<file path="config.mk">
export PLATFORM = sky130hd
export DESIGN_NAME = bcd_to_bin
export DESIGN_NICKNAME = d
export VERILOG_FILES = /design/src/rtl/calc_pkg.sv /design/src/rtl/bcd_digit_mac.sv /design/src/rtl/bcd_to_bin.sv
export SDC_FILE = /design/constraint.sdc
export NUM_CORES = 1
export LEC_CHECK = 0
export ABC_AREA = 0
export CAP_MARGIN = 20
export CORE_AREA = 4 4 113 115
export CTS_CLUSTER_SIZE = 28
export DETAILED_ROUTE_END_ITERATION = 8
export DIE_AREA = 0 0 117 119
export PLACE_DENSITY = 0.54
export REMOVE_ABC_BUFFERS = 1
export SETUP_SLACK_MARGIN = 0.3
export SLEW_MARGIN = 20
export SYNTH_ARGS = -nofsm -noshare
export SYNTH_HDL_FRONTEND = slang
export SYNTH_SLANG_ARGS = --single-unit
</file>
<file path="constraint.sdc">
create_clock -name clk -period 6.4 [get_ports clk]
set_input_delay 1.92 -clock clk [delete_from_list [all_inputs] [get_ports clk]]
set_output_delay 1.92 -clock clk [all_outputs]
set_load 0.02 [all_outputs]
</file>
<file path="src/rtl/calc_pkg.sv">
// Shared definitions for the calculator's decimal-entry and display conversion paths.
package calc_pkg;

  localparam int unsigned BCD_DIGIT_W   = 4;
  localparam logic [3:0]  BCD_MAX_DIGIT = 4'd9;
  localparam int unsigned CALC_BIN_W    = 16;

  typedef enum logic [1:0] {
    StIdle,
    StConv,
    StSign,
    StDone
  } conv_state_e;

endpackage

</file>
<file path="src/rtl/bcd_digit_mac.sv">
// One decimal accumulation step: acc*10 + digit, plus a flag for a non-decimal nibble.
module bcd_digit_mac
  import calc_pkg::*;
#(
  parameter int unsigned BIN_W = CALC_BIN_W
) (
  input  logic [BIN_W-1:0]       acc_i,
  input  logic [BCD_DIGIT_W-1:0] digit_i,
  output logic [BIN_W-1:0]       acc_o,
  output logic                   invalid_o
);

  always_comb begin
    acc_o     = (acc_i << 3) + (acc_i << 1) + BIN_W'(digit_i);
    invalid_o = (digit_i > BCD_MAX_DIGIT);
  end

endmodule

</file>
<file path="src/rtl/bcd_to_bin.sv">
// Packed BCD plus sign to two's-complement binary, one digit per cycle, MSD first,
// with valid/ready handshakes on input and output.
module bcd_to_bin
  import calc_pkg::*;
#(
  parameter int unsigned DIGITS = 4,
  parameter int unsigned BIN_W  = CALC_BIN_W
) (
  input  logic                          clk,
  input  logic                          rst_n,
  input  logic                          in_valid,
  output logic                          in_ready,
  input  logic [BCD_DIGIT_W*DIGITS-1:0] bcd_in,
  input  logic                          neg_in,
  output logic                          out_valid,
  input  logic                          out_ready,
  output logic [BIN_W-1:0]              bin_out,
  output logic                          err
);

  localparam int unsigned IdxW = (DIGITS > 1) ? $clog2(DIGITS) : 1;

  conv_state_e                   state_q, state_d;
  logic [BCD_DIGIT_W*DIGITS-1:0] bcd_q, bcd_d;
  logic                          neg_q, neg_d;
  logic [BIN_W-1:0]              acc_q, acc_d;
  logic [IdxW-1:0]               idx_q, idx_d;
  logic                          err_flag_q, err_flag_d;
  logic [BIN_W-1:0]              bin_out_q, bin_out_d;
  logic                          err_q, err_d;
  logic                          out_valid_q, out_valid_d;

  logic [BCD_DIGIT_W-1:0] digit;
  logic [BIN_W-1:0]       mac_acc;
  logic                   mac_invalid;

  assign digit = bcd_q[int'(idx_q)*BCD_DIGIT_W +: BCD_DIGIT_W];

  bcd_digit_mac #(
    .BIN_W(BIN_W)
  ) u_mac (
    .acc_i    (acc_q),
    .digit_i  (digit),
    .acc_o    (mac_acc),
    .invalid_o(mac_invalid)
  );

  always_comb begin
    state_d     = state_q;
    bcd_d       = bcd_q;
    neg_d       = neg_q;
    acc_d       = acc_q;
    idx_d       = idx_q;
    err_flag_d  = err_flag_q;
    bin_out_d   = bin_out_q;
    err_d       = err_q;
    out_valid_d = out_valid_q;

    unique case (state_q)
      StIdle: begin
        if (in_valid) begin
          bcd_d      = bcd_in;
          neg_d      = neg_in;
          acc_d      = '0;
          idx_d      = IdxW'(DIGITS - 1);
          err_flag_d = 1'b0;
          state_d    = StConv;
        end
      end
      StConv: begin
        // Keep accumulating past a bad digit; the result is zeroed in StSign anyway.
        acc_d      = mac_acc;
        err_flag_d = err_flag_q | mac_invalid;
        if (idx_q == '0) begin
          state_d = StSign;
        end else begin
          idx_d = idx_q - 1'b1;
        end
      end
      StSign: begin
        if (err_flag_q) begin
          bin_out_d = '0;
        end else if (neg_q) begin
          bin_out_d = '0 - acc_q;
        end else begin
          bin_out_d = acc_q;
        end
        err_d       = err_flag_q;
        out_valid_d = 1'b1;
        state_d     = StDone;
      end
      StDone: begin
        if (out_ready) begin
          out_valid_d = 1'b0;
          state_d     = StIdle;
        end
      end
      default: state_d = StIdle;
    endcase
  end

  always_ff @(posedge clk or negedge rst_n) begin
    if (!rst_n) begin
      state_q     <= StIdle;
      bcd_q       <= '0;
      neg_q       <= 1'b0;
      acc_q       <= '0;
      idx_q       <= '0;
      err_flag_q  <= 1'b0;
      bin_out_q   <= '0;
      err_q       <= 1'b0;
      out_valid_q <= 1'b0;
    end else begin
      state_q     <= state_d;
      bcd_q       <= bcd_d;
      neg_q       <= neg_d;
      acc_q       <= acc_d;
      idx_q       <= idx_d;
      err_flag_q  <= err_flag_d;
      bin_out_q   <= bin_out_d;
      err_q       <= err_d;
      out_valid_q <= out_valid_d;
    end
  end

  assign in_ready  = (state_q == StIdle);
  assign out_valid = out_valid_q;
  assign bin_out   = bin_out_q;
  assign err       = err_q;

endmodule

</file>
==> key figures <==
STA
  – Least-Margin Pin Slew: 771 ps
  – Fin. Hold Viols: 0
  – RSZ-0062 raised after global routing: false
  – Clk_skew: 6.64 ps
  – Tcrit/Tclk final: 57.9%
  – Max frequency: 270 MHz
  – Slew HR: 48.4%
  – Final Setup Violations: 0
  – Min cycle time layout: between 3000 and 4000 ps
  – Setup tns final: 0 ps
  – Slew Limit Fails: 0

Yosys
  – Sequential-to-total area share from yosys stat: 40.4%
  – Count of warnings emitted by yosys: 0
  – Post-synthesis register bit count: 56
  – Commonest cells post-synth: 56 x dfrtp_1, 32 x ha_1, 28 x inv_1
  – Synth cell types: 55
  – Top-count cell post-synth: dfrtp_1
  – Synth Flop Type: dfrtp_1
  – EDFF count, synth: 0
  – Share of the synthesized area in the top cell type: between 40% and 50%
  – Asr flop ratio synth: 100%
  – Avg Inst Size Synth: 10.3 µm²
  – Synth Instances: approximately 340
  – Cell taking the most area after synthesis: dfrtp_1
  – Post-Syn Area: 3470 µm²
  – Synth area leaders: dfrtp_1 40%, ha_1 12%, mux2_2 6.5%

Route
  – Drt first-iter violations: 162
  – Vias/cell: 4.96
  – Pre-Repair DR Iteration Count: 4
  – # DRC: 0
  – Post-route antenna net violation count: 0
  – Total vias in the final route: 2582
  – Routed WL per cell: 14.0 µm
  – WL final: 7300 µm

Floorplanning
  – Chip width: roughly 120 µm
  – Die ar.: 13900 µm²
  – Top-level I/O count: 40
  – Number of placement rows: 40
  – CORE AREA: 11800 µm²
  – Die height: 119 µm
  – Starting Density: 29.4%

Power
  – Pwr dens: 497 nW/µm²
  – VDD IR max: 167 µV
  – Seq pwr share: 31.4%
  – Overall Power: 2.07 mW
  – Combinational power share: 53.6%
  – Leak: 1.90 nW
  – Sw Share: 40.9%
  – Internal power: 1.23 mW
  – Clock network fraction of design power: 15.0%
  – Net Sw Power: 0.848 mW

Hold path
  – Hold path start: bcd_q[9]
  – Hold Crit Class: reg2reg
  – Hold Path Depth: 1
  – Hold Path End: bcd_q[9]

CTS
  – CTS buffer count: 5
  – Clock transition at path regs: 70 ps
  – Worst-Skew Late Latency: 290 ps
  – Post-CTS sizing: 0
  – Sink Count: 56
  – H-tree levels: 2
  – CTS Hold Bufs: 0
  – CTS tree: yes
  – Clock root cell: clkbuf_16
  – CTS max path bufs: 2
  – Post-CTS Setup Bufs: 0

Critical path
  – Critical path class: reg2out
  – CP Max Fanout: 7
  – Reg2Reg Launch Point: idx_q[0]
  – R2r endpoint: acc_q[12]
  – CP Launch Type: flop
  – Required @ worst endpoint: 4480 ps
  – Reg2reg setup slack: 3030 ps
  – Arr. time, crit path: roughly 1800 ps
  – Crit end category: output port
  – Worst reg2reg path depth: 9

Place
  – IO buf count: 39
  – Final HPWL DP: 5670 µm
  – Final GP Congestion: 0.766

GRT
  – Vias in the first global route: 2518
  – GRT overflow: 0
  – Gr usage total: 10.9%
  – First-pass GRT wire length: about 12000 µm
  – Pin count of the biggest net entering global routing: 57
  – Initial antenna violation count: 0

Cells and area
  – Area Growth Syn to Fin: 20.2%
  – Share of cells above drive strength 1: 11.2%
  – Final net count: 428
  – Ant diodes: 0

Outcome
  – Outcome: completed

Job
  – Max-cap violation count: 0
registers in the layout, summed over array words and instances (netlist names):
signal and cells:
bcd_q 16, state_q 2, bin_out 16, acc_q 16, neg_q 1, err 1
idx_q 2, out_valid 1, err_flag_q 1
worst max-delay path by stage:
| stage | cells after the start | endpoint | slack [ps] | startpoint |
|---|---|---|---|---|
| 6_report | 3 | in_ready | 2690 | state_q[0] |
| 5_1_grt | 3 | in_ready | 2620 | state_q[0] |
| 4_1_cts | 3 | in_ready | 2680 | state_q[0] |
| 3_5_place_dp | 6 | acc_q[14] | 2700 | in_valid |
| 3_3_place_gp | 5 | err_flag_q | 2700 | in_valid |
| 2_1_floorplan | 10 | acc_q[13] | 3390 | idx_q[0] |
critical path, cell delays in order, from the launching register on:
cell,delay (ps)
dfrtp_1,420
inv_1,110
ha_1,310
clkdlybuf4s50_1,660
cell usage in the layout (no fill, tap or decap), drive strengths merged, types with 3 or more instances in the layout:
| cell type | instances |
|---|---|
| a21o | 4 |
| a21oi | 10 |
| a22o | 3 |
| a32o | 3 |
| and2 | 4 |
| and3 | 3 |
| clkbuf | 6 |
| clkdlybuf4s50 | 38 |
| dfrtp | 56 |
| ha | 32 |
| inv | 29 |
| mux2 | 20 |
| mux4 | 4 |
| nand2 | 26 |
| nand2b | 8 |
| nand3 | 7 |
| nor2 | 10 |
| nor2b | 7 |
| nor3 | 7 |
| o21ai | 19 |
| o22ai | 15 |
| o41ai | 3 |
| or3 | 4 |
| xnor2 | 7 |
| xor2 | 12 |
final cells by class:
class	count	area (µm²)
fillers	1193	7640
inverters	28	105
clock buffers	6	129
flip-flops and latches	56	1400
well taps	147	184
clock inverters	2	38.8
repair buffers	40	393
multi-input cells	242	1920
cell families (layout without fill, tap and decap cells):
logic type	after synthesis	in the layout	synth area share, %
buf+inv	40	76	4.36
fa+ha+maj	34	34	12.7
xor+xnor	19	19	4.79
mux	26	26	9.66
compound gates	77	77	15.2
flops	56	56	40.4
simple gates	86	86	12.9
per-stage QoR:
| step | worst slack [ps] | cell area, µm² | hold WS [ps] | cells | util (%) |
|---|---|---|---|---|---|
| after floorplan | 3390 | 3420 | 474 | 326 | - |
| after global placement | 2700 | 4000 | 484 | 513 | 33.9 |
| after detailed placement | 2700 | 4010 | 491 | 513 | 33.9 |
| after CTS | 2680 | 4170 | 510 | 521 | 35.3 |
| after global routing | 2620 | 4170 | 525 | 521 | 35.3 |
| final | 2690 | 4170 | 505 | 521 | 35.3 |
per-layer routing:
layer	vias to the layer above	GRT usage, %	wire length [µm]	part of all wire [%]
met5	-	0	0	0
met4	0	3.23	113	1.5
met3	10	1.22	157	2.2
met2	33	16.5	3370	46
met1	1244	16.2	3660	50
li1	1295	-	-	-
power groups by stage:
stage | registers, mW | clock network, mW | logic (mW)
3_3_place_gp | 0.653 | 0 | 1.10
3_5_place_dp | 0.661 | 0 | 1.13
6_report | 0.651 | 0.311 | 1.11
2_1_floorplan | 0.661 | 0 | 0.787
5_1_grt | 0.680 | 0.334 | 1.26
4_1_cts | 0.654 | 0.319 | 1.13
(Power assumes the default switching activity.)
